===== src/rtl/sha256_msg_padder.sv =====
// SHA-256 message padder: packs 64-bit input beats into padded 512-bit blocks.
// Define SHA256_PAD_BSWAP_EN to byte-reverse each input beat (little-endian DMA sources).
module sha256_msg_padder #(
  parameter int unsigned LEN_W = 32
) (
  input  logic             clk,
  input  logic             rst,
  input  logic             start,
  input  logic [LEN_W-1:0] msg_bytes,
  input  logic             in_valid,
  output logic             in_ready,
  input  logic [63:0]      in_data,
  output logic             blk_valid,
  input  logic             blk_ready,
  output logic [511:0]     blk_data,
  output logic             blk_first,
  output logic             blk_last,
  output logic             busy,
  output logic             done
);

  typedef enum logic [1:0] {S_IDLE, S_FILL, S_EMIT} state_t;

  state_t           state;
  logic [LEN_W+2:0] rem;
  logic [63:0]      bit_len;
  logic [2:0]       w;
  logic             marker_done;
  logic             first_blk;
  logic [511:0]     blk_reg;

  logic [63:0]      beat;
  logic [63:0]      word;
  logic [63:0]      keep_mask;
  logic [63:0]      marker;
  logic             advance;
  logic             word_last;
  logic             rem_ge8;
  logic             rem_nz;

`ifdef SHA256_PAD_BSWAP_EN
  always_comb begin
    beat = '0;
    for (int unsigned i = 0; i < 8; i++) begin
      beat[8*i +: 8] = in_data[56-8*i +: 8];
    end
  end
`else
  assign beat = in_data;
`endif

  assign rem_ge8   = |rem[LEN_W+2:3];
  assign rem_nz    = |rem;
  // Tail beat: keep the first rem bytes, marker lands directly after them.
  assign keep_mask = ~({64{1'b1}} >> {rem[2:0], 3'b000});
  assign marker    = 64'h8000_0000_0000_0000 >> {rem[2:0], 3'b000};

  always_comb begin
    word      = '0;
    advance   = 1'b0;
    word_last = 1'b0;
    if (rem_ge8) begin
      word    = beat;
      advance = in_valid;
    end else if (rem_nz) begin
      word    = (beat & keep_mask) | marker;
      advance = in_valid;
    end else if (!marker_done) begin
      word    = 64'h8000_0000_0000_0000;
      advance = 1'b1;
    end else begin
      advance = 1'b1;
      if (w == 3'd7) begin
        word      = bit_len;
        word_last = 1'b1;
      end
    end
  end

  assign in_ready = (state == S_FILL) && rem_nz;
  assign busy     = (state != S_IDLE);
  assign blk_data = blk_reg;

  always_ff @(posedge clk or negedge rst) begin
    if (!rst) begin
      state       <= S_IDLE;
      rem         <= '0;
      bit_len     <= '0;
      w           <= '0;
      marker_done <= 1'b0;
      first_blk   <= 1'b0;
      blk_reg     <= '0;
      blk_valid   <= 1'b0;
      blk_first   <= 1'b0;
      blk_last    <= 1'b0;
      done        <= 1'b0;
    end else begin
      done <= 1'b0;
      case (state)
        S_IDLE: begin
          if (start) begin
            rem         <= {3'b000, msg_bytes};
            bit_len     <= 64'({msg_bytes, 3'b000});
            w           <= '0;
            marker_done <= 1'b0;
            first_blk   <= 1'b1;
            blk_reg     <= '0;
            state       <= S_FILL;
          end
        end
        S_FILL: begin
          if (advance) begin
            blk_reg[{~w, 6'd0} +: 64] <= word;
            if (rem_ge8) begin
              rem <= rem - (LEN_W+3)'(8);
            end else if (rem_nz) begin
              rem         <= '0;
              marker_done <= 1'b1;
            end else begin
              marker_done <= 1'b1;
            end
            w <= w + 3'd1;
            if (w == 3'd7) begin
              state     <= S_EMIT;
              blk_valid <= 1'b1;
              blk_first <= first_blk;
              blk_last  <= word_last;
            end
          end
        end
        S_EMIT: begin
          if (blk_ready) begin
            blk_valid <= 1'b0;
            blk_first <= 1'b0;
            blk_last  <= 1'b0;
            first_blk <= 1'b0;
            blk_reg   <= '0;
            if (blk_last) begin
              state <= S_IDLE;
              done  <= 1'b1;
            end else begin
              state <= S_FILL;
            end
          end
        end
        default: state <= S_IDLE;
      endcase
    end
  end

endmodule


===== config.mk =====
export PLATFORM = sky130hd
export DESIGN_NAME = sha256_msg_padder
export DESIGN_NICKNAME = d
export VERILOG_FILES = /design/src/rtl/sha256_msg_padder.sv
export SDC_FILE = /design/constraint.sdc
export NUM_CORES = 1
export LEC_CHECK = 0
export CORE_AREA = 2 2 244 246
export DETAILED_ROUTE_END_ITERATION = 10
export DIE_AREA = 0 0 246 248
export PLACE_DENSITY = 0.66
export SYNTH_ARGS = -nofsm -noshare
export SYNTH_HDL_FRONTEND = slang
export SYNTH_SLANG_ARGS = --single-unit

===== constraint.sdc =====
create_clock -name clk -period 3.5 [get_ports clk]
set_input_delay 0.7 -clock clk [delete_from_list [all_inputs] [get_ports clk]]
set_output_delay 0.7 -clock clk [all_outputs]
set_load 0.1 [all_outputs]

==> impl_metrics.toml, run 1 <==
[status]
outcome = "completed"

[clock_network]
path_clk_slew_ns = 0.06
clock_path_buffers = 3
cts-resized-gates = 0
cts_buffers = 60
cts_hold_buf = 0
cts_sinks = 590
cts_tree = "done"
ctsRootBufferMaster = "clkbuf_16"
post_cts_buffers = 0
htreeDepth = 2
clock_latency_ns = 0.64

[timing]
final_hold_viol_count = 0
finalCritPeriodShare_pct = 97.51
setup_ws_ns = 0.08711
tns_ns = 0
fin_worst_skew_ns = 0.02167
setup-violations-final = 0
slew_headroom_pct = 20.65
fmax_mhz = 293.0
worstMarginPinSlew_ns = 1.183
fin_crit_ns = 3.413
slew_viol_final = 0
rsz0062_at_grt = "false"

[placement]
dp_hpwl_um = 61760
place_ws_ns = 0.2113
dp_cells = 3170
gp_congestion = 0.9045
portBuffers = 618

[yosys]
synth_area_per_cell_um2 = 12.82
synthTopCellsByArea = "dfrtp_1 62%, o2bb2ai_1 13%, mux2i_1 5.5%"
synth-edff-count = 0
synthDistinctLibCells = 67
synth_cells = 1847
ys_seq_area_share_pct = 62.37
yosysTopAreaCellShare_pct = 62.37
ys_warn_count = 0
ys_ff_latch = 590
syn_nets = 1955
yosysTopAreaCell = "dfrtp_1"
synth_ff_type = "dfrtp_1"
synthesis.area_mm2 = 0.02367
synth-async-reset-ratio_pct = 100.0

[route]
drc = 0
dr.pass1.iters = 5
vias = 18980
drt_first_iter_violations = 1446
wl_um = 88640
post_drt_wl_per_cell_um = 27.03
viasPerCell = 5.788
antenna_left = 0

[global_route]
grt_pass1_vias = 19100
antenna_found_initial = 12
grt_pass1_wl_um = 130000
overflow = 0
grt_max_degree = 87
track_usage_pct = 28.53

[worst_setup_path]
crit_fanout = 8
rr_worst_depth = 8
cp-startpoint = "rem[28]"
r2r_end = "blk_data[223]"
r2r_start = "rem[28]"
cp-end-kind = "output port"
worstSetupEndpoint = "in_ready"
r2r_slack_ns = 0.16
crit_type = "flip-flop to output port"
required_ns = 2.80
crit_arrival_ns = 2.71
startpoint_type = "flip-flop"

[floorplanning]
core_mm2 = 0.05846
die_h_um = 248
start_util_pct = 40.49
dieArea_mm2 = 0.06101
num_rows = 89
ioPinCount = 619
die_w_um = 246

[layout]
fin_util_pct = 55.43
final_cell_mix = "590 x dfrtp_1, 401 x clkdlybuf4s50_1, 357 x o2bb2ai_1"
mostFrequentLayoutCell = "dfrtp_1"
nFillCells = 4979
drive_gt1_share_pct = 18.57
area_delta_synth_final_pct = 36.88
fin_nets = 2567
instances_no_fill = 3279

[worst_hold_path]
min_path_type = "input port to asynchronous set/reset pin"

[run]
drv_cap = 0
==> worst min path at each step <==
stage	endpoint	slack, ns	cells past startpoint
2_1_floorplan	bit_len[10]	0.40	0
3_3_place_gp	bit_len[3]	0.47	2
3_5_place_dp	bit_len[31]	0.47	2
4_1_cts	blk_data[350]	0.03	1
5_1_grt	blk_data[351]	0.05	1
6_report	blk_data[350]	0.02	1
==> sequential cells by signal, indices dropped and copies added, names as in the netlist <==
signal	count
blk_data	512
rem	35
bit_len	32
w	3
state	2
blk_first	1
blk_last	1
blk_valid	1
done	1
first_blk	1
marker_done	1
==> routing by layer <==
metal / track usage, % / vias up / part of all wire, %
met4: 12.17 / 10 / 4.2
met2: 46.22 / 899 / 49
met1: 38.00 / 9769 / 40
li1: - / 8108 / -
met5: 0 / - / 0.073
met3: 4.833 / 192 / 6.7
==> cell usage after synthesis (20+ instances only) <==
library cell and count:
dfrtp_1 590, o2bb2ai_1 357, nand2_1 282, mux2i_1 131, clkbuf_1 90, o21ai_0 35, buf_2 30, o2bb2ai_2 28
a22oi_2 24, a21oi_1 21, nor2_1 21, nor3_1 20
==> per-stage QoR <==
| step | hold slack, ns | area, um^2 |
|---|---|---|
| detailed placement | 0.4673 | 30450 |
| CTS | 0.03044 | 32390 |
| global placement | 0.4665 | 30450 |
| floorplan | 0.4044 | 23670 |
| finish | 0.01960 | 32400 |
| global route | 0.04552 | 32400 |
==> cells by family after synthesis <==
logic type / after synthesis / synth area share (%)
compound gates: 563 / 20.92
fa+ha+maj: 7 / 0.3700
buf+inv: 159 / 3.187
flops: 590 / 62.37
mux: 132 / 5.597
simple gates: 396 / 7.553
==> critical path: stages (launching register included) <==
cell	delay [ns]
dfrtp_1	0.47
or4_4	0.60
nor4_4	0.21
and4_1	0.40
nor2_1	0.14
buf_4	0.26
==> final cells by class <==
cell class | instances | area (um^2) | area share, %
sequential | 590 | 14760 | 45.56
inverter | 12 | 45.04 | 0.1390
timing repair buffer | 697 | 6419 | 19.81
clock inverter | 17 | 240.2 | 0.7414
multi-input combinational | 1098 | 8255 | 25.48
antenna | 7 | 17.52 | 0.05406
clock buffer | 85 | 1695 | 5.232
tap | 773 | 967.2 | 2.985
Power of run 1 is left out: the tool's default activity adds up to more than one toggle a clock period on the data nets, which glitch-free logic cannot reach.
==> inputs of run 2 (changes only) <==
--- a/config.mk
+++ b/config.mk
@@ -5,10 +5,10 @@
 export SDC_FILE = /design/constraint.sdc
 export NUM_CORES = 1
 export LEC_CHECK = 0
-export CORE_AREA = 2 2 244 246
+export CORE_AREA = 2 2 242 244
 export DETAILED_ROUTE_END_ITERATION = 10
-export DIE_AREA = 0 0 246 248
-export PLACE_DENSITY = 0.66
+export DIE_AREA = 0 0 244 246
+export PLACE_DENSITY = 0.69
 export SYNTH_ARGS = -nofsm -noshare
 export SYNTH_HDL_FRONTEND = slang
 export SYNTH_SLANG_ARGS = --single-unit
==> constraint.sdc (replaced) <==
create_clock -name clk -period 3.11 [get_ports clk]
set_input_delay 0.622 -clock clk [delete_from_list [all_inputs] [get_ports clk]]
set_output_delay 0.622 -clock clk [all_outputs]
set_load 0.1 [all_outputs]
==> impl_metrics.toml, run 2 (same netlist as run 1, synthesis figures left out) <==
[layout]
mostFrequentLayoutCell = "buf_4"
drive_gt1_share_pct = 32.40
largest_reg_flops = 512
nFillCells = 4778
final_cell_mix = "602 x buf_4, 590 x dfrtp_1, 357 x o2bb2ai_1"
fin_util_pct = 55.88
fin_nets = 2594
area_delta_synth_final_pct = 35.42

[timing]
whs_ns = -0.005696
slew_headroom_pct = 34.85
rsz0062_at_grt = "true"
fin_worst_skew_ns = 0.03025
final_hold_viol_count = 1
fmax_mhz = 324.1
finalCritPeriodShare_pct = 99.22
fin_crit_ns = 3.086
setup-violations-final = 0
worstMarginPinSlew_ns = 0.9727
slew_viol_final = 0

[worst_hold_path]
min_path_type = "input port to asynchronous set/reset pin"

[floorplanning]
dieArea_mm2 = 0.06002
start_util_pct = 41.27
die_h_um = 246
num_rows = 88
die_w_um = 244
core_mm2 = 0.05737
ioPinCount = 619

[worst_setup_path]
rr_worst_depth = 7
crit_slowest_cell = "or4_4"
r2r_end = "blk_data[309]"
r2r_start = "rem[31]"
crit_type = "flip-flop to output port"
crit_fanout = 5
cp-startpoint = "rem[31]"
crit_chain = "or4_4, nor4_4, and4_4, buf_6, nor2_4, buf_12"
startpoint_type = "flip-flop"
cpLargestDelayFamily = "simple AND/OR/NAND/NOR gates"
cpPeakStageDelay_ns = 0.57
cp_num_cells = 6
r2r_slack_ns = 0.07
critPathBufInv = 2
cp-end-kind = "output port"
crit_arrival_ns = 2.46
required_ns = 2.49

[placement]
portBuffers = 618
dp_hpwl_um = 60940
gp_congestion = 0.8929

[clock_network]
cts_sinks = 590
clock_latency_ns = 0.64
htreeDepth = 2
cts_hold_buf = 0
ctsRootBufferMaster = "clkbuf_16"
clock_path_buffers = 3
path_clk_slew_ns = 0.06
cts_buffers = 60
cts_tree = "done"

[global_route]
gr-usage-met3_pct = 5.817
track_usage_pct = 28.86
met2_usage_pct = 46.45
antenna_found_initial = 9
grt.busiest_layer = "met2"
met1_usage_pct = 38.21
grt_max_degree = 77
overflow = 0
grt_pass1_vias = 19650
grt_pass1_wl_um = 131200

[route]
viasPerCell = 5.818
dr.pass1.iters = 5
post_drt_wl_per_cell_um = 26.74
vias = 19220
drt_first_iter_violations = 1532
antenna_left = 0
drc = 0
wl_um = 88350

[run]
drv_cap = 0

[status]
outcome = "complete, but fails checks"
violations = "hold timing"
[run 2: cell type report]
cell class | instances | area, um^2 | share of cell area [%]
antenna | 5 | 12.51 | 0.03903
clock buffer | 78 | 1699 | 5.300
clock inverter | 32 | 311.5 | 0.9718
inverter | 12 | 45.04 | 0.1405
multi-input combinational | 1098 | 8312 | 25.93
sequential | 590 | 14760 | 46.05
tap | 765 | 957.2 | 2.986
timing repair buffer | 724 | 5957 | 18.58
[run 2: worst reg2reg max path: stages (launching register included)]
cell and delay [ns]:
dfrtp_1 0.39, or4_4 0.57, nor4_4 0.27, buf_4 0.17, nand3_1 0.09, or3_1 0.65
nand2_1 0.59, mux2i_1 0.16
[run 2: worst max path at each step]
stage          slack, ns       endpoint
2_1_floorplan       0.04       in_ready
3_3_place_gp        0.12   blk_data[14]
3_5_place_dp        0.04  blk_data[207]
4_1_cts            0.005       in_ready
5_1_grt            -0.08   blk_data[49]
6_report            0.02       in_ready
[run 2: metal layers]
layer  share of wire (%)  vias to the layer above  wire length (um)
met4                 4.5                        8              3952
li1                    -                     8191                 -
met1                  40                     9892             35230
met2                  48                      930             42440
met5               0.061                        -                54
met3                 7.5                      201              6663
[run 2: timing repair]
item	4_1_cts	5_1_grt
setup buffers	4	9
resized for setup	7	8
endpoints found under the setup margin	1	81
pin swaps	4	8
[run 2: metrics by stage]
step           instances  hold WS, ns  setup TNS [ns]  worst slack, ns  instance area (um^2)
3_5_place_dp        3176       0.4661               0          0.03706                 29850
3_3_place_gp        3176       0.4584               0           0.1168                 29850
5_1_grt             3304      0.01994          -1.009         -0.08394                 32060
4_1_cts             3290      0.01128               0         0.004552                 31930
6_report            3304    -0.005696               0          0.02437                 32060
2_1_floorplan       1847       0.3264               0          0.03836                 23670
Power of run 2 is left out for the same reason.
